$ cat config.mk
export PLATFORM = sky130hd
export DESIGN_NAME = rand_byte_source_flat
export DESIGN_NICKNAME = d
export VERILOG_FILES = /design/src/rtl/rand_pkg.sv /design/src/rtl/rand_byte_source_if.sv /design/src/rtl/rand_fifo.sv /design/src/rtl/rand_byte_source.sv /design/src/flat_wrapper.sv
export SDC_FILE = /design/constraint.sdc
export NUM_CORES = 1
export LEC_CHECK = 0
export CORE_MARGIN = 2
export CORE_UTILIZATION = 30
export DETAILED_ROUTE_END_ITERATION = 10
export REMOVE_ABC_BUFFERS = 1
export SYNTH_ARGS = -nofsm -noshare
export SYNTH_HDL_FRONTEND = slang
export SYNTH_SLANG_ARGS = --single-unit
$ cat constraint.sdc
create_clock -name clk -period 5.2 [get_ports clk]
set_input_delay 0.52 -clock clk [delete_from_list [all_inputs] [get_ports clk]]
set_output_delay 0.52 -clock clk [all_outputs]
set_load 0.02 [all_outputs]
$ cat src/rtl/rand_pkg.sv
// Shared constants, FSM state type and LFSR stepping helper for the random byte sources.
package rand_pkg;

    localparam int LFSR_W = 16;
    localparam int OUT_W  = 8;
    localparam logic [LFSR_W-1:0] DEFAULT_SEED = 16'hACE1;

    // Feedback taps for x^16 + x^14 + x^13 + x^11 + 1 (maximal length).
    localparam int TAP_A = 15;
    localparam int TAP_B = 13;
    localparam int TAP_C = 12;
    localparam int TAP_D = 10;

    typedef enum logic [1:0] {
        IDLE = 2'd0,
        RUN  = 2'd1,
        SEED = 2'd2
    } rand_state_t;

    // n single Fibonacci steps, shifting left with the feedback bit entering at bit 0.
    function automatic logic [LFSR_W-1:0] lfsr_step_n(input logic [LFSR_W-1:0] s,
                                                       input int unsigned n);
        logic [LFSR_W-1:0] v;
        logic              fb;
        v = s;
        for (int unsigned i = 0; i < n; i++) begin
            fb = v[TAP_A] ^ v[TAP_B] ^ v[TAP_C] ^ v[TAP_D];
            v  = {v[LFSR_W-2:0], fb};
        end
        return v;
    endfunction

endpackage

$ cat src/rtl/rand_byte_source_if.sv
// Valid/ready byte stream from a random source to its consumer.
interface rand_byte_source_if #(parameter int OUT_W = 8);
    logic             rnd_valid;
    logic             rnd_ready;
    logic [OUT_W-1:0] rnd_data;

    modport master (output rnd_valid, output rnd_data, input rnd_ready);
    modport slave  (input rnd_valid, input rnd_data, output rnd_ready);
endinterface

$ cat src/rtl/rand_fifo.sv
// Small FIFO with a registered head, separate level counter and synchronous flush.
module rand_fifo #(
    parameter int DEPTH = 4,
    parameter int W     = 8
) (
    input  logic                       clk,
    input  logic                       rst_n,
    input  logic                       i_flush,
    input  logic                       i_push,
    input  logic                       i_pop,
    input  logic [W-1:0]               i_data,
    output logic [W-1:0]               o_head,
    output logic                       o_valid,
    output logic                       o_full,
    output logic [$clog2(DEPTH):0]     o_level
);
    localparam int PW = $clog2(DEPTH);
    localparam int LW = PW + 1;
    localparam logic [LW-1:0] FULL_LVL = LW'(DEPTH);
    localparam logic [LW-1:0] ONE_LVL  = {{(LW-1){1'b0}}, 1'b1};

    logic [W-1:0]  r_mem [DEPTH];
    logic [PW-1:0] r_wr_ptr;
    logic [PW-1:0] r_rd_ptr;
    logic [LW-1:0] r_level;
    logic [W-1:0]  r_head;

    logic          w_pop;
    logic          w_push;
    logic [PW-1:0] w_rd_nxt;

    assign w_pop    = i_pop & (r_level != {LW{1'b0}});
    assign w_push   = i_push & ((r_level != FULL_LVL) | w_pop);
    assign w_rd_nxt = r_rd_ptr + {{(PW-1){1'b0}}, 1'b1};

    // Storage array, pointers, level and registered head byte.
    always_ff @(posedge clk or negedge rst_n) begin
        if (!rst_n) begin
            for (int i = 0; i < DEPTH; i++) begin
                r_mem[i] <= {W{1'b0}};
            end
            r_wr_ptr <= {PW{1'b0}};
            r_rd_ptr <= {PW{1'b0}};
            r_level  <= {LW{1'b0}};
            r_head   <= {W{1'b0}};
        end else if (i_flush) begin
            r_wr_ptr <= {PW{1'b0}};
            r_rd_ptr <= {PW{1'b0}};
            r_level  <= {LW{1'b0}};
            r_head   <= {W{1'b0}};
        end else begin
            if (w_push) begin
                r_mem[r_wr_ptr] <= i_data;
                r_wr_ptr        <= r_wr_ptr + {{(PW-1){1'b0}}, 1'b1};
            end
            if (w_pop) begin
                r_rd_ptr <= w_rd_nxt;
            end
            case ({w_push, w_pop})
                2'b10: begin
                    r_level <= r_level + ONE_LVL;
                    if (r_level == {LW{1'b0}}) begin
                        r_head <= i_data;
                    end
                end
                2'b01: begin
                    r_level <= r_level - ONE_LVL;
                    if (r_level != ONE_LVL) begin
                        r_head <= r_mem[w_rd_nxt];
                    end
                end
                2'b11: begin
                    // Level unchanged; with a single entry the new byte becomes the head.
                    if (r_level == ONE_LVL) begin
                        r_head <= i_data;
                    end else begin
                        r_head <= r_mem[w_rd_nxt];
                    end
                end
                default: begin
                    r_level <= r_level;
                end
            endcase
        end
    end

    assign o_head  = r_head;
    assign o_level = r_level;
    assign o_valid = (r_level != {LW{1'b0}});
    assign o_full  = (r_level == FULL_LVL);

endmodule

$ cat src/rtl/rand_byte_source.sv
// LFSR random byte generator feeding a FIFO, with runtime reseed and valid/ready output.
module rand_byte_source
    import rand_pkg::*;
#(
    parameter int DEPTH = 4
) (
    input  logic                     clk,
    input  logic                     rst_n,
    input  logic                     enable,
    input  logic                     seed_load,
    input  logic [LFSR_W-1:0]        seed,
    rand_byte_source_if.master       rnd_if,
    output logic [$clog2(DEPTH):0]   fifo_level,
    output logic [LFSR_W-1:0]        lfsr_state
);
    rand_state_t       r_state;
    rand_state_t       w_next;
    logic [LFSR_W-1:0] r_lfsr;
    logic [LFSR_W-1:0] w_lfsr_next;
    logic              w_push;
    logic              w_pop;
    logic              w_full;
    logic              w_valid;
    logic [OUT_W-1:0]  w_head;

    // A zero state would lock the LFSR, so it is replaced by the default seed.
    assign w_lfsr_next = (r_lfsr == {LFSR_W{1'b0}}) ? DEFAULT_SEED
                                                    : lfsr_step_n(r_lfsr, OUT_W);

    // Reseeding wins over both handshake sides; a pending pop is simply not taken.
    assign w_pop  = w_valid & rnd_if.rnd_ready & ~seed_load;
    assign w_push = (r_state == RUN) & enable & ~seed_load & (~w_full | w_pop);

    // FSM state register.
    always_ff @(posedge clk or negedge rst_n) begin
        if (!rst_n) begin
            r_state <= IDLE;
        end else begin
            r_state <= w_next;
        end
    end

    // Next-state logic: reseed from anywhere, otherwise follow enable.
    always_comb begin
        w_next = r_state;
        if (seed_load) begin
            w_next = SEED;
        end else begin
            case (r_state)
                IDLE:    w_next = enable ? RUN : IDLE;
                RUN:     w_next = enable ? RUN : IDLE;
                SEED:    w_next = enable ? RUN : IDLE;
                default: w_next = IDLE;
            endcase
        end
    end

    // LFSR register: load seed, advance one byte per push, else hold.
    always_ff @(posedge clk or negedge rst_n) begin
        if (!rst_n) begin
            r_lfsr <= DEFAULT_SEED;
        end else if (seed_load) begin
            r_lfsr <= (seed == {LFSR_W{1'b0}}) ? DEFAULT_SEED : seed;
        end else if (w_push) begin
            r_lfsr <= w_lfsr_next;
        end else begin
            r_lfsr <= r_lfsr;
        end
    end

    rand_fifo #(
        .DEPTH (DEPTH),
        .W     (OUT_W)
    ) u_fifo (
        .clk     (clk),
        .rst_n   (rst_n),
        .i_flush (seed_load),
        .i_push  (w_push),
        .i_pop   (w_pop),
        .i_data  (w_lfsr_next[OUT_W-1:0]),
        .o_head  (w_head),
        .o_valid (w_valid),
        .o_full  (w_full),
        .o_level (fifo_level)
    );

    assign rnd_if.rnd_valid = w_valid;
    assign rnd_if.rnd_data  = w_head;
    assign lfsr_state       = r_lfsr;

endmodule

$ cat src/flat_wrapper.sv
// flat-port wrapper written by rule: the top's interface ports become plain ports
module rand_byte_source_flat import rand_pkg::*;
#(
    parameter int DEPTH = 4
)
  (clk, rst_n, enable, seed_load, seed, fifo_level, lfsr_state, rnd_if_rnd_valid, rnd_if_rnd_data, rnd_if_rnd_ready);
  rand_byte_source_if #(.OUT_W(8)) rnd_if_i ();
  input  logic clk;
  input  logic rst_n;
  input  logic enable;
  input  logic seed_load;
  input  logic [LFSR_W-1:0] seed;
  output logic [$clog2(DEPTH):0] fifo_level;
  output logic [LFSR_W-1:0] lfsr_state;
  output wire logic [$bits(rnd_if_i.rnd_valid)-1:0] rnd_if_rnd_valid;
  output wire logic [$bits(rnd_if_i.rnd_data)-1:0] rnd_if_rnd_data;
  input wire logic [$bits(rnd_if_i.rnd_ready)-1:0] rnd_if_rnd_ready;
  assign rnd_if_rnd_valid = rnd_if_i.rnd_valid;
  assign rnd_if_rnd_data = rnd_if_i.rnd_data;
  assign rnd_if_i.rnd_ready = rnd_if_rnd_ready;
  rand_byte_source #(.DEPTH(DEPTH)) u_core (.clk(clk), .rst_n(rst_n), .enable(enable), .seed_load(seed_load), .seed(seed), .rnd_if(rnd_if_i), .fifo_level(fifo_level), .lfsr_state(lfsr_state));
endmodule
[After elaboration in Yosys (flattened, before gate mapping)]
Cells that the tools add are included.
Word-level totals
  register bits after elaboration: 65
  input port bits: 21
  output and inout bits: 28
Operators by class
  $add $sub $neg: 4
  magnitude comparators: 3
  equality and inequality tests: 11
  multiplexer cells: 24
  bitwise operators: 37
  reduce and logical (&&, ||, !) cells: 14
Operators with widths (count)
  2-to-1 mux 16 bit: 4
  2-to-1 mux 8 bit: 7
  bitwise mux 32 bit: 1
  logical NOT 16 bit: 2
  one-hot mux 8 bit (3 select lines): 1
  bitwise XOR 1 bit: 24
  binary-select mux 8 bit (select 2 bit): 1
  demux 8 bit (select 2 bit): 1
  2-to-1 mux 2 bit: 6
  inequality test 3 bit (second input constant): 3
  AND 1 bit: 7
  equality test 2 bit (second input constant): 3
  greater-or-equal comparator 3 bit (second input constant): 2
  inverter 2 -> 3 bit: 2
  one-hot mux 3 bit (2 select lines): 1
  nonzero test 2 bit: 3
  nonzero test 3 bit: 2
  adder 2 x 1 -> 2 bit (second input constant): 2
  equality test 2 x 1 -> 1 bit (second input constant): 2
  nonzero test 4 bit: 1
  adder 3 x 1 -> 3 bit (second input constant): 1
  equality test 3 x 1 -> 1 bit (second input constant): 1
  equality test 3 bit (second input constant): 1
  logical NOT 3 bit: 1
  other kinds (12): 14

[Logic depth before layout (Yosys ltp)]
Gate-level depths: netlist of run 1.
  depth in word-level cells: 9
  mapped depth: 7
  mapped depth without buffers: 7

[Cells and area by module]
A second synthesis of run 1 with hierarchy kept.
Second synthesis, totals
  cells, all modules: 298
  area, all modules: 3603.5 sq um
By module, submodules not included
  rand_fifo: instances 1, cells an instance 180, area each 2363.5 sq um
  rand_byte_source: instances 1, cells an instance 118, area each 1239.9 sq um

[Least setup slack after synthesis of run 1]
OpenSTA, ideal clock, no wires.
  kind: register to register
  start point: register u_core.u_fifo.r_level[0] (netlist: u_core.u_fifo.o_level[0])
  end point: register u_core.u_fifo.r_head[5] (netlist: u_core.u_fifo.o_head[5])
  arrival: 1.773 ns
  slack: 3.301 ns
  cell stages (with the launch flop): 8
  path through: dfrtp_1 > inv_1 > ha_1 > o21bai_1 > o22ai_1 > and2_1 > buf_6 > a221o_1
On the way
  longest elaborated chain between the ends: 9
  elaborated cells on any way between the ends: 24
  classes of those cells: eq/ne (9); mux (3); bitwise (8); reduce/logical (4)
Ends and longest elaborated chain
  start, declared: RTL line rand_fifo.sv:25  | logic [LW-1:0] r_level;
  start signal, assigned: RTL line rand_fifo.sv:44  | r_level <= {LW{1'b0}};
  start signal, assigned: RTL line rand_fifo.sv:49  | r_level <= {LW{1'b0}};
  start signal, assigned: RTL line rand_fifo.sv:61  | r_level <= r_level + ONE_LVL;
  nonzero test 3 bit: RTL line rand_fifo.sv:32, rand_fifo.sv:89
  AND 1 bit (2 in series): RTL line rand_byte_source.sv:31  | assign w_pop = w_valid & rnd_if.rnd_ready & ~seed_load;
  OR 1 bit / AND 1 bit (equally long branches): RTL line rand_byte_source.sv:32, rand_fifo.sv:32
  AND 1 bit / OR 1 bit (equally long branches): RTL line rand_byte_source.sv:32, rand_fifo.sv:33
  AND 1 bit: RTL line rand_fifo.sv:33  | assign w_push = i_push & ((r_level != FULL_LVL) | w_pop);
  equality test 2 x 1 -> 1 bit / equality test 2 bit (equally long branches): RTL line rand_fifo.sv:59  | case ({w_push, w_pop})
  inequality test 3 bit (no line), or another cell as far along
  AND reduction 3 bit (no line) / 2-to-1 mux 8 bit (equally long branches)
  end signal, assigned: RTL line rand_fifo.sv:45  | r_head <= {W{1'b0}};
  end signal, assigned: RTL line rand_fifo.sv:63  | r_head <= i_data;
  end signal, assigned: RTL line rand_fifo.sv:69  | r_head <= r_mem[w_rd_nxt];
  end, declared: RTL line rand_fifo.sv:26  | logic [W-1:0] r_head;
Parallel ways exist; a longest one is shown, timed or not.
A chain may end at the register's enable or synchronous reset.

[Worst setup path after layout of run 1]
  start point: register u_core.u_fifo.r_level[0] (netlist: u_core.u_fifo.o_level[0])
  end point: output rnd_if_rnd_valid
On the way
  longest elaborated chain between the ends: 1
Ends and longest elaborated chain
  nonzero test 3 bit: RTL line rand_fifo.sv:89  | assign o_valid = (r_level != {LW{1'b0}});
  end, declared: RTL line flat_wrapper.sv:15  | output wire logic [$bits(rnd_if_i.rnd_valid)-1:0] rnd_if_rnd_valid;
No other way between the ends.

==> results.yml, run 1 <==
outcome:
  status: "finished with violations"
  violations: "design-rule violations"
synth:
  synth_edf_count: 0
  ys_seq_elements: 65
  synthTopCellsByCount: "57 x dfrtp_1, 46 x nand2_1, 43 x o21ai_0, 18 x nor2_1, 18 x xnor2_1"
  yosysUniqueCellTypes: 54
  yosysTopAreaCellShare_pct: 40.1
  syn_inst: 342
  yosysWarningCount: 0
  synth.most_common_cell: "dfrtp_1"
  synth_area_leaders: "dfrtp_1 40%, o21ai_0 6.0%, dfstp_2 5.9%, mux4_2 5.1%, nand2_1 4.9%"
  synth_seq_area_share_pct: 46.0
  synthesis.area_um2: 3560
  synth_flop_cell: "dfrtp_1"
  async_reset_ff_share_pct: 100
  yosysTopAreaCell: "dfrtp_1"
  syn_avg_cell_area_um2: 10.4
finish:
  final_cells: 531
  area_delta_synth_final_pct: 23.7
  diodes: 0
  utilization_pct: 38.2
  drive_above_1_share_pct: 14.2
  seqCellArea_um2: 1640
  fill_cells: 1138
  multi_input_area_um2: 1780
  nets: 412
floorplanning:
  start_util_pct: 30.9
  num_io_pins: 49
  die_x_um: 113
  dieArea_um2: 12800
  die_h_um: 113
  core-area_um2: 11500
  num_rows: 39
timing:
  fin_worst_skew_ns: 0.00662
  period_share_pct: 52.5
  fmax_ghz: 0.366
  hold_ws_ns: 0.385
  min_period_ns: 2.73
  setup_viol: 0
  finalHoldViolations: 0
  slew_headroom_pct: 44.6
  setup_tns_ns: 0
  final_max_slew_viol_count: 0
  worst-slew-pin-transition_ns: 0.831
  rsz0062_at_grt: "false"
clock_network:
  clk_pin_slew_worst_paths_ns: 0.06
  root_buffer: "clkbuf_16"
  hold_buffers: 0
  tritoncts: "yes"
  cts_sinks: 65
  cts_buffers: 9
  cts_resized: 0
  cts_max_path_buffers: 2
  insertion_delay_ns: 0.33
  htree_levels: 3
  post_cts_buffers: 0
grt:
  antenna_found_initial: 0
  grt_pass1_wl_um: 15900
  grt_max_degree: 66
  grt_pass1_vias: 2951
  grt.overflow.total: 0
  grt.total_usage_pct: 15.8
placement:
  place_inst: 515
  dpl.hpwl_um: 6720
  gp_congestion: 0.836
  numPortBuffers: 48
routing:
  drc: 3
  drt-wirelength-per-cell_um: 17.8
  wirelength_um: 9440
  first_pass_iters: 7
  via_per_inst: 5.16
  dr_total_vias: 2741
  drt-initial-drc-count: 179
  antenna_left: 0
worst_hold_path:
  hp-class: "in -> async"
critical_path:
  endpoint_kind: "output port"
  path_max_fanout: 8
  critPathArrivalTime_ns: 2.21
  path_class: "reg -> out"
  start_kind: "flop"
  crit_required_ns: 4.68
  r2r_cells: 6
pwr:
  powerDensity_nw_per_um2: 399
  p_leak_nw: 1.78
  peakVddDrop_mv: 0.169
run:
  cap_violations: 0
-- layer usage --
metal | share of wire, % | GRT usage (%)
met1 | 46 | 22.4
met2 | 47 | 24.2
met3 | 5.3 | 3.54
met4 | 1.9 | 4.80
met5 | 0 | 0
-- through the flow --
stage	cell area [um2]	power, W	setup WS, ns
2_1_floorplan	3450	0.000966	3.26
3_3_place_gp	4120	0.00117	2.51
3_5_place_dp	4120	0.00118	2.50
4_1_cts	4400	0.00177	2.48
5_1_grt	4400	0.00186	2.38
6_report	4400	0.00176	2.47
-- cell usage in the layout (no fill, tap or decap), types with 3 or more instances in the layout --
cell,Yosys,layout
nand2_1,46,46
xor2_1,6,6
clkinvlp_4,0,3
nand3b_1,3,3
dfrtp_1,57,57
nor4_1,6,6
xnor2_1,18,18
nor2_1,18,18
clkdlybuf4s50_1,0,47
inv_1,8,8
mux4_2,8,8
a31oi_1,3,3
nand3_1,9,9
a221oi_2,4,4
o21ai_0,43,43
dfstp_2,8,8
clkbuf_16,0,9
a21oi_1,8,8
mux2i_1,12,12
inv_6,0,3
and2_1,3,3
o2bb2ai_1,9,9
nor3_1,5,5
nand4_1,4,4
ha_1,8,8
-- area by class of cell --
type	instances	area share (%)
inverters	9	0.767
clock inverters	6	1.11
repair buffers	50	11.1
well taps	143	4.06
multi-input cells	248	40.3
flip-flops and latches	65	37.2
clock buffers	10	5.43
-- registers in the layout, indices dropped and copies added (netlist names) --
| register | cells |
|---|---|
| u_core.u_fifo.r_wr_ptr | 2 |
| u_core.r_state | 2 |
| u_core.u_fifo.o_level | 3 |
| u_core.u_fifo.o_head | 8 |
| u_core.u_fifo.r_mem | 32 |
| u_core.u_fifo.r_rd_ptr | 2 |
| u_core.lfsr_state | 16 |
-- path summary, 6_finish.rpt --
kind	slack, ns	to	from
min	0.38	u_core.r_state[1]$_DFF_PN0_	rst_n
min in group clk	0.48	u_core.u_fifo.r_mem[30]$_DFFE_PN0P_	u_core.u_fifo.r_mem[30]$_DFFE_PN0P_
min reg2reg	0.48	u_core.u_fifo.r_mem[30]$_DFFE_PN0P_	u_core.u_fifo.r_mem[30]$_DFFE_PN0P_
max reg2reg	2.96	u_core.lfsr_state[4]$_DFFE_PN0P_	u_core.u_fifo.o_level[0]$_DFFE_PN0P_
max	2.47	rnd_if_rnd_valid	u_core.u_fifo.o_level[0]$_DFFE_PN0P_
max in group asynchronous	4.29	u_core.u_fifo.o_head[3]$_DFFE_PN0P_	rst_n
-- critical path, cell delays in order, from the launching register on --
cell             delay, ns
dfrtp_1               0.44
inv_1                 0.10
ha_1                  0.31
and2b_1               0.24
inv_2                 0.16
clkdlybuf4s50_1       0.63
-- power breakdown --
part	switching, W	total [W]	internal, W
Clock	0.000239	0.000580	0.000340
Sequential	0.0000890	0.000661	0.000572
Combinational	0.000294	0.000516	0.000222
Total	0.000623	0.00176	0.00113
-- kinds of logic (layout without fill, tap and decap cells) --
group           count (synthesis)  in the layout  share of synthesized area [%]
buf+inv                        29             75                           4.11
flops                          65             65                           46.0
fa+ha+maj                       8              8                           2.81
mux                            20             20                           8.44
compound gates                 77             77                           14.4
xor+xnor                       27             27                           7.28
simple gates                  116            116                           16.9
Power figures use the tool's default switching activity.
==> run 2: changes to the inputs <==
Clock period 5.2 ns to 2.9 ns, I/O delays scaled along.
==> results.yml, run 2 (synthesis results as in run 1) <==
floorplanning:
  dieArea_um2: 12800
  core-area_um2: 11500
  die_x_um: 113
  num_io_pins: 49
  num_rows: 39
  die_h_um: 113
  start_util_pct: 30.9
outcome:
  status: "finished with violations"
  violations: "design-rule violations"
timing:
  slew_headroom_pct: 58.4
  rsz0062_at_grt: "false"
  period_share_pct: 83.9
  min_period_ns: 2.43
  setup_tns_ns: 0
  setup_viol: 0
  hold_ws_ns: 0.456
  worst-slew-pin-transition_ns: 0.622
  final_max_slew_viol_count: 0
  fin_worst_skew_ns: 0.00373
  fmax_ghz: 0.411
  finalHoldViolations: 0
clock_network:
  root_buffer: "clkbuf_16"
  insertion_delay_ns: 0.33
  cts_max_path_buffers: 2
  post_cts_buffers: 0
  clk_pin_slew_worst_paths_ns: 0.05
  cts_sinks: 65
  htree_levels: 3
  cts_buffers: 9
  cts_resized: 0
  hold_buffers: 1
  tritoncts: "yes"
routing:
  wl_met1_um: 4440
  wl_met2_um: 4740
  dr_total_vias: 2723
  routed.top_layer: "met4"
  via_per_inst: 5.07
  drt-initial-drc-count: 290
  drt-wirelength-per-cell_um: 17.9
  first_pass_iters: 8
  drc: 3
  met3WireLength_um: 327
  antenna_left: 0
  wirelength_um: 9620
grt:
  grt.total_usage_pct: 15.7
  antenna_found_initial: 0
  grt.overflow.total: 0
  grt_pass1_wl_um: 15500
  grt_max_degree: 33
  grt_pass1_vias: 2814
critical_path:
  critPathArrivalTime_ns: 2.14
  start_kind: "flop"
  endpoint_kind: "output port"
  r2r_cells: 7
  crit_required_ns: 2.61
  path_max_fanout: 8
  path_class: "reg -> out"
pwr:
  powerDensity_nw_per_um2: 720
  clkPwrFrac_pct: 35.1
  switchingPower_w: 0.00106
  seq_power_share_pct: 36.7
  swShare_pct: 32.8
  p_comb_share_pct: 28.2
  p_int_w: 0.00218
  p_leak_nw: 1.83
  peakVddDrop_mv: 0.302
placement:
  gp_congestion: 0.852
  dpl.hpwl_um: 7170
  numPortBuffers: 48
worst_hold_path:
  hp-class: "in -> async"
finish:
  layout_common_cells: "57 x dfrtp_1, 47 x clkdlybuf4s50_1, 46 x nand2_1, 43 x o21ai_0"
  largest_reg_flops: 32
  nets: 419
  diodes: 0
  drive_above_1_share_pct: 15.0
  final_common_cell: "dfrtp_1"
  area_delta_synth_final_pct: 26.3
  top_register: "u_core.u_fifo.r_mem"
run:
  cap_violations: 0
-- run 2: layout make-up --
class,instances,area [um2]
Clock inverter,5,81.3
Fill cell,1130,7020
Timing Repair Buffer,57,558
Sequential cell,65,1640
Multi-Input combinational cell,248,1780
Tap cell,143,179
Inverter,9,33.8
Clock buffer,10,229
-- run 2: path summary, 6_finish.rpt --
| check | end | startpoint | slack [ns] |
|---|---|---|---|
| setup / recovery | rnd_if_rnd_valid | u_core.u_fifo.o_level[0]$_DFFE_PN0P_ | 0.47 |
| hold / removal | u_core.u_fifo.r_mem[16]$_DFFE_PN0P_ | rst_n | 0.46 |
| setup reg to reg | u_core.lfsr_state[10]$_DFFE_PN1P_ | u_core.u_fifo.o_level[0]$_DFFE_PN0P_ | 0.77 |
| hold reg to reg | u_core.u_fifo.r_mem[30]$_DFFE_PN0P_ | u_core.u_fifo.r_mem[30]$_DFFE_PN0P_ | 0.48 |
| max in group asynchronous | u_core.lfsr_state[2]$_DFFE_PN0P_ | rst_n | 1.80 |
| min in group clk | u_core.u_fifo.r_mem[30]$_DFFE_PN0P_ | u_core.u_fifo.r_mem[30]$_DFFE_PN0P_ | 0.48 |
-- run 2: power by group through the flow --
stage          registers, W  logic, W  clock network [W]
3_5_place_dp        0.00120  0.000915                  0
6_report            0.00119  0.000913            0.00114
3_3_place_gp        0.00120  0.000907                  0
4_1_cts             0.00119  0.000919            0.00116
2_1_floorplan       0.00121  0.000523                  0
5_1_grt             0.00121  0.000997            0.00120
-- run 2: worst max-delay path, cell delays in order, from the launching register on --
cell,delay (ns)
dfrtp_1,0.43
inv_1,0.09
ha_1,0.29
and2b_1,0.22
inv_2,0.14
clkdlybuf4s50_1,0.63
-- run 2: per-layer routing --
layer,up-vias,GRT usage (%)
li1,1322,-
met1,1341,21.0
met2,49,26.2
met3,11,2.36
met4,0,5.37
met5,-,0
-- run 2: stage by stage --
step	cells	instance area (um2)	util [%]	power, W	worst slack, ns
final	537	4490	39.0	0.00324	0.467
after CTS	537	4490	39.0	0.00326	0.469
after detailed placement	521	4170	36.2	0.00211	0.623
after global placement	521	4170	36.2	0.00210	0.736
after global routing	537	4490	39.0	0.00341	0.320
after floorplan	322	3450	-	0.00173	0.960
